<file path="src/rtl/eeprom_rw_ctrl_pkg.sv">
// rtl/eeprom_rw_ctrl_pkg.sv - shared constants for the EEPROM read/write sequencer
// Holds the FSM state encoding, the rw direction values and the default
// timing/pattern values, which the display-stage top also reuses.
package eeprom_rw_ctrl_pkg;

  localparam logic [2:0] IDLE     = 3'd0;
  localparam logic [2:0] WR_REQ   = 3'd1;
  localparam logic [2:0] WR_GAP_S = 3'd2;
  localparam logic [2:0] RD_REQ   = 3'd3;
  localparam logic [2:0] SHOW     = 3'd4;
  localparam logic [2:0] ERR      = 3'd5;

  localparam logic RW_WRITE = 1'b0;
  localparam logic RW_READ  = 1'b1;

  localparam int unsigned CNT_W = 25;

  localparam logic [24:0] DEF_DWELL_CNT = 25'd25_000_000;
  localparam logic [17:0] DEF_WR_GAP    = 18'd250_000;
  localparam logic [7:0]  DEF_SEED      = 8'h5A;

  // Byte stored at address a: (a + seed) mod 256.
  function automatic logic [7:0] pattern(input logic [7:0] a, input logic [7:0] seed);
    return a + seed;
  endfunction

endpackage

</file>
<file path="src/rtl/eeprom_rw_ctrl_tick_timer.sv">
// rtl/eeprom_rw_ctrl_tick_timer.sv - clearable up-counter with terminal-count pulse
// Ports:
//   clk, rst_n : clock, asynchronous active-low reset
//   clr_i      : synchronous clear to 0 (wins over counting)
//   en_i       : count enable
//   term_i     : terminal value; counter runs 0..term_i then wraps to 0
//   tc_o       : high while enabled and the count equals term_i
module tick_timer #(
  parameter int unsigned W = 25
) (
  input  logic         clk,
  input  logic         rst_n,
  input  logic         clr_i,
  input  logic         en_i,
  input  logic [W-1:0] term_i,
  output logic         tc_o
);

  logic [W-1:0] cnt_q;

  assign tc_o = en_i && (cnt_q == term_i);

  always_ff @(posedge clk or negedge rst_n) begin
    if (!rst_n) begin
      cnt_q <= '0;
    end else if (clr_i || tc_o) begin
      cnt_q <= '0;
    end else if (en_i) begin
      cnt_q <= cnt_q + 1'b1;
    end
  end

endmodule

</file>
<file path="src/rtl/eeprom_rw_ctrl.sv">
// rtl/eeprom_rw_ctrl.sv - writes a seeded pattern to a 256x8 I2C EEPROM, then reads it back forever
// Ports:
//   clk, rst_n      : clock, asynchronous active-low reset
//   key_start_i     : single-cycle start pulse (honoured in IDLE and ERR only)
//   req_o/rw_o      : byte-driver request and direction (0 write, 1 read)
//   addr_o          : EEPROM word address, wr_data_o : write byte
//   done_i          : driver completion pulse, ack_err_i : NACK, rd_data_i : read byte
//   data_o          : byte shown on the display stage
//   busy_o/err_o    : activity flag, sticky NACK flag
//   mismatch_o      : sticky read-back compare failure
module eeprom_rw_ctrl
  import eeprom_rw_ctrl_pkg::*;
#(
  parameter logic [24:0] DWELL_CNT = DEF_DWELL_CNT,
  parameter logic [17:0] WR_GAP    = DEF_WR_GAP,
  parameter logic [7:0]  SEED      = DEF_SEED
) (
  input  logic       clk,
  input  logic       rst_n,
  input  logic       key_start_i,
  output logic       req_o,
  output logic       rw_o,
  output logic [7:0] addr_o,
  output logic [7:0] wr_data_o,
  input  logic       done_i,
  input  logic       ack_err_i,
  input  logic [7:0] rd_data_i,
  output logic [7:0] data_o,
  output logic       busy_o,
  output logic       err_o,
  output logic       mismatch_o
);

  logic [2:0] state_q, state_d;
  logic       req_q, req_d;
  logic       rw_q, rw_d;
  logic [7:0] addr_q, addr_d;
  logic [7:0] wr_data_q, wr_data_d;
  logic [7:0] data_q, data_d;
  logic       busy_q, busy_d;
  logic       err_q, err_d;
  logic       mism_q, mism_d;

  // One counter shared by the write gap and the display dwell; it is held
  // at zero in every other state so each timed state starts from 0.
  logic             tmr_en;
  logic [CNT_W-1:0] tmr_term;
  logic             tmr_tc;

  assign tmr_en   = (state_q == WR_GAP_S) || (state_q == SHOW);
  assign tmr_term = (state_q == SHOW) ? (DWELL_CNT - 25'd1)
                                      : ({7'd0, WR_GAP} - 25'd1);

  tick_timer #(.W(CNT_W)) u_timer (
    .clk    (clk),
    .rst_n  (rst_n),
    .clr_i  (!tmr_en),
    .en_i   (tmr_en),
    .term_i (tmr_term),
    .tc_o   (tmr_tc)
  );

  always_comb begin
    state_d   = state_q;
    req_d     = req_q;
    addr_d    = addr_q;
    data_d    = data_q;
    err_d     = err_q;
    mism_d    = mism_q;
    rw_d      = rw_q;
    wr_data_d = wr_data_q;

    case (state_q)
      IDLE: begin
        if (key_start_i) begin
          addr_d  = 8'd0;
          state_d = WR_REQ;
        end
      end
      WR_REQ: begin
        // req is raised one cycle after entry; done only counts while req=1.
        if (req_q && done_i) begin
          req_d = 1'b0;
          if (ack_err_i) begin
            err_d   = 1'b1;
            state_d = ERR;
          end else begin
            state_d = WR_GAP_S;
          end
        end else begin
          req_d = 1'b1;
        end
      end
      WR_GAP_S: begin
        if (tmr_tc) begin
          if (addr_q == 8'hFF) begin
            addr_d  = 8'd0;
            state_d = RD_REQ;
          end else begin
            addr_d  = addr_q + 8'd1;
            state_d = WR_REQ;
          end
        end
      end
      RD_REQ: begin
        if (req_q && done_i) begin
          req_d = 1'b0;
          if (ack_err_i) begin
            err_d   = 1'b1;
            state_d = ERR;
          end else begin
            data_d = rd_data_i;
            if (rd_data_i != pattern(addr_q, SEED)) begin
              mism_d = 1'b1;
            end
            state_d = SHOW;
          end
        end else begin
          req_d = 1'b1;
        end
      end
      SHOW: begin
        if (tmr_tc) begin
          addr_d  = addr_q + 8'd1;
          state_d = RD_REQ;
        end
      end
      ERR: begin
        if (key_start_i) begin
          err_d   = 1'b0;
          mism_d  = 1'b0;
          addr_d  = 8'd0;
          state_d = WR_REQ;
        end
      end
      default: begin
        req_d   = 1'b0;
        state_d = IDLE;
      end
    endcase

    // Direction and write byte are loaded on entry to a request state so they
    // are already stable when req rises and stay put until it falls.
    if (state_d == WR_REQ && state_q != WR_REQ) begin
      rw_d      = RW_WRITE;
      wr_data_d = pattern(addr_d, SEED);
    end else if (state_d == RD_REQ && state_q != RD_REQ) begin
      rw_d = RW_READ;
    end

    busy_d = (state_d != IDLE) && (state_d != ERR);
  end

  always_ff @(posedge clk or negedge rst_n) begin
    if (!rst_n) begin
      state_q   <= IDLE;
      req_q     <= 1'b0;
      rw_q      <= RW_WRITE;
      addr_q    <= 8'd0;
      wr_data_q <= 8'd0;
      data_q    <= 8'd0;
      busy_q    <= 1'b0;
      err_q     <= 1'b0;
      mism_q    <= 1'b0;
    end else begin
      state_q   <= state_d;
      req_q     <= req_d;
      rw_q      <= rw_d;
      addr_q    <= addr_d;
      wr_data_q <= wr_data_d;
      data_q    <= data_d;
      busy_q    <= busy_d;
      err_q     <= err_d;
      mism_q    <= mism_d;
    end
  end

  assign req_o      = req_q;
  assign rw_o       = rw_q;
  assign addr_o     = addr_q;
  assign wr_data_o  = wr_data_q;
  assign data_o     = data_q;
  assign busy_o     = busy_q;
  assign err_o      = err_q;
  assign mismatch_o = mism_q;

endmodule

</file>
<file path="config.mk">
export PLATFORM = sky130hd
export DESIGN_NAME = eeprom_rw_ctrl
export DESIGN_NICKNAME = d
export VERILOG_FILES = /design/src/rtl/eeprom_rw_ctrl_pkg.sv /design/src/rtl/eeprom_rw_ctrl_tick_timer.sv /design/src/rtl/eeprom_rw_ctrl.sv
export SDC_FILE = /design/constraint.sdc
export NUM_CORES = 1
export LEC_CHECK = 0
export CORE_MARGIN = 8
export CORE_UTILIZATION = 60
export DETAILED_ROUTE_END_ITERATION = 8
export HOLD_SLACK_MARGIN = 0.15
export PLACE_DENSITY_LB_ADDON = 0.2
export SLEW_MARGIN = 40
export SYNTH_ARGS = -nofsm -noshare
export SYNTH_HDL_FRONTEND = slang
export SYNTH_HIERARCHICAL = 1
export SYNTH_SLANG_ARGS = --single-unit
export TNS_END_PERCENT = 20
</file>
<file path="constraint.sdc">
create_clock -name clk -period 12.2 [get_ports clk]
set_input_delay 2.44 -clock clk [delete_from_list [all_inputs] [get_ports clk]]
set_output_delay 2.44 -clock clk [all_outputs]
set_load 0.005 [all_outputs]
</file>
==> impl_metrics.toml <==
[setup_path]
r2r_start = "state_q[1]"
criticalPathCategory = "in -> reg"
path_cells = "clkdlybuf4s50_1, o21ba_2, o221ai_4, o21ai_0, nand2_1, ha_1, inv_1, o2111ai_2, a21oi_2, xnor2_1, mux2_2"
critPathLaunch = "key_start_i"
worstPathArrival_ps = 4880
critPathRequiredTime_ps = 12420
crit_slowest_cell = "clkdlybuf4s50_1"
worst-path-buf-inv = 2
cpLargestDelayFamily = "compound AO/OA/AOI/OAI gates"
crit_fanout = 8
max_stage_delay_ps = 620
crit_path_end_kind = "register"
start_kind = "input port"

[floorplanning]
coreArea_um2 = 5820
die-width_um = 92.9
placementRows = 28
ios = 42
die-area_um2 = 8630
die_h_um = 92.9
initial_core_util = 0.610

[grt]
grt_overflow = 0
use_met3 = 0.0461
busiest_layer = "met2"
grt_pass1_vias = 2765
met1_usage = 0.228
groute.layer.met2.usage = 0.334
antenna_found_initial = 0
grt_max_degree = 58
grt_util_all_layers = 0.197
grt_pass1_wl_um = 13500

[timing]
relSlewSlack = 0.527
final.setup.tns_ps = 0
worstMarginPinSlew_ps = 709
finalHoldViolCount = 0
skew_ps = 6.90
final_max_slew_viol_count = 0
timing.final.crit_share = 0.382
rsz0062_at_grt = "false"
whs_ps = 494
min_period_ps = 4660
setup_viol = 0
max_freq_ghz = 0.215

[power]
clkPwrFrac = 0.249
seq_power_share = 0.409
comb_power_share = 0.342
power_switching_mw = 0.200
p_leak_nw = 1.81
p_per_area_nw_per_um2 = 142
ir_drop_v = 0.000122
power.share.switching = 0.338
finalPower_mw = 0.592
p_int_mw = 0.391

[yosys]
synth_cells = 353
synth.avg_cell_area_um2 = 10.0
synth_top_flop_cell = "dfrtp_1"
synth.distinct_cells = 64
netlist_area_um2 = 3550
ys_ff_latch = 57
yosys_warnings = 6
synth_edf_count = 0
ys_seq_area_frac = 0.402
synth-async-reset-ratio = 1.00

[cts]
ctsResizeCount = 0
cts_hold_buf = 0
clk_pin_slew_ps = 60
cts_buffers = 9
cts_tree = "built"
htreeDepth = 3
cts.sinks = 57
cts_buffer_depth = 2
cts_root_buffer = "clkbuf_8"
clk_latency_ps = 340
postCtsSetupBuffers = 0

[min_path]
hold_class = "reg -> reg"
min_from = "rw_o"

[routing]
wl_per_cell_um = 16.2
drt-pass1-iter-count = 5
drtAntennaViolNets = 0
vias = 2723
wl_um = 7870
route.detailed.drc = 0
viasPerCell = 5.61
dr.first_iter.drc_count = 128

[placement]
io_buffers = 41
postPlaceCellArea_um2 = 4010
hpwl_um = 5680
place.gp.congestion = 0.846

[final_layout]
multi_input_area_um2 = 1990
syn_to_final_growth_pct = 17.6
antenna_cells = 0
drive_above_1_share = 0.146
fin_area_um2 = 4170
register_area_um2 = 1430
final_nets = 423
final_common_cell = "dfrtp_1"
fillers = 460
mostFrequentLayoutCells = "dfrtp_1 (57), xor2_1 (42), clkdlybuf4s50_1 (40), nor2_1 (37), nand2_1 (25)"

[job]
max_cap_violations = 0

[run_status]
outcome = "finished, final reports clean"
## power by group through the flow
stage,logic [mW],registers (mW),clock network (mW)
4_1_cts,0.206,0.242,0.152
3_5_place_dp,0.205,0.245,0
2_1_floorplan,0.147,0.234,0
3_3_place_gp,0.201,0.245,0
6_report,0.202,0.242,0.147
5_1_grt,0.222,0.246,0.161
## cells by family (layout without fill, tap and decap cells)
kind of cell | Yosys count | count (layout) | share of synthesized area
AND/OR/NAND/NOR | 129 | 129 | 0.188
XOR/XNOR | 65 | 65 | 0.163
flip-flops | 57 | 57 | 0.402
AO/OA/AOI/OAI | 51 | 51 | 0.123
buffers and inverters | 26 | 73 | 0.0480
multiplexers | 18 | 18 | 0.0575
adder cells (fa/ha/maj) | 5 | 5 | 0.0169
other | 2 | 12 | 0.00212
## area by class of cell
| class | count | area share |
|---|---|---|
| clock buffers | 9 | 0.0297 |
| multi-input cells | 280 | 0.478 |
| repair buffers | 45 | 0.104 |
| inverters | 13 | 0.0150 |
| clock inverters | 6 | 0.00870 |
| flip-flops and latches | 57 | 0.342 |
| well taps | 75 | 0.0225 |
## final timing paths
check	end	slack, ps	depth (start not counted)
min reg2reg	rw_o	490	1
min in group asynchronous	state_q[2]	2250	2
min	rw_o	490	1
max reg2reg	wr_data_o[7]	7780	19
max in group asynchronous	wr_data_o[2]	9490	2
max	wr_data_o[7]	7540	11
## cells in the mapped netlist (3+ instances only)
cell type,n,share of area
buf_2,3,0.0042
nand3_1,11,0.016
nor4_1,9,0.016
and3_1,3,0.0053
o21ai_0,14,0.020
a211oi_1,4,0.0085
buf_4,3,0.0063
xor2_1,42,0.10
mux2_2,14,0.044
nand2b_1,4,0.0071
ha_1,4,0.014
a31oi_1,3,0.0053
a21oi_1,7,0.0099
nand2_1,25,0.026
nor2_1,37,0.039
nor3_1,7,0.0099
dfrtp_1,57,0.40
nand4_1,13,0.023
inv_1,11,0.012
buf_6,3,0.0095
and2_1,3,0.0053
nor2b_1,3,0.0053
xnor2_1,22,0.054
## metal layers
metal | up-vias | wire [um]
met5 | - | 0
met4 | 0 | 157
met3 | 13 | 483
met2 | 70 | 4000
met1 | 1304 | 3230
li1 | 1336 | -
## flip-flops by register name (all words and copies together), names as in the netlist, 3 cells and up
signal / count
data_o: 8
u_timer/cnt_q: 25
wr_data_o: 8
addr_o: 8
state_q: 3
## through the flow
stage | setup WS (ps) | instances | util
3_3_place_gp | 7390 | 470 | 0.689
6_report | 7540 | 485 | 0.717
2_1_floorplan | 7910 | 363 | -
4_1_cts | 7560 | 485 | 0.716
3_5_place_dp | 7200 | 470 | 0.689
5_1_grt | 7370 | 485 | 0.717
Note: power is estimated with default switching activity, not from simulation.
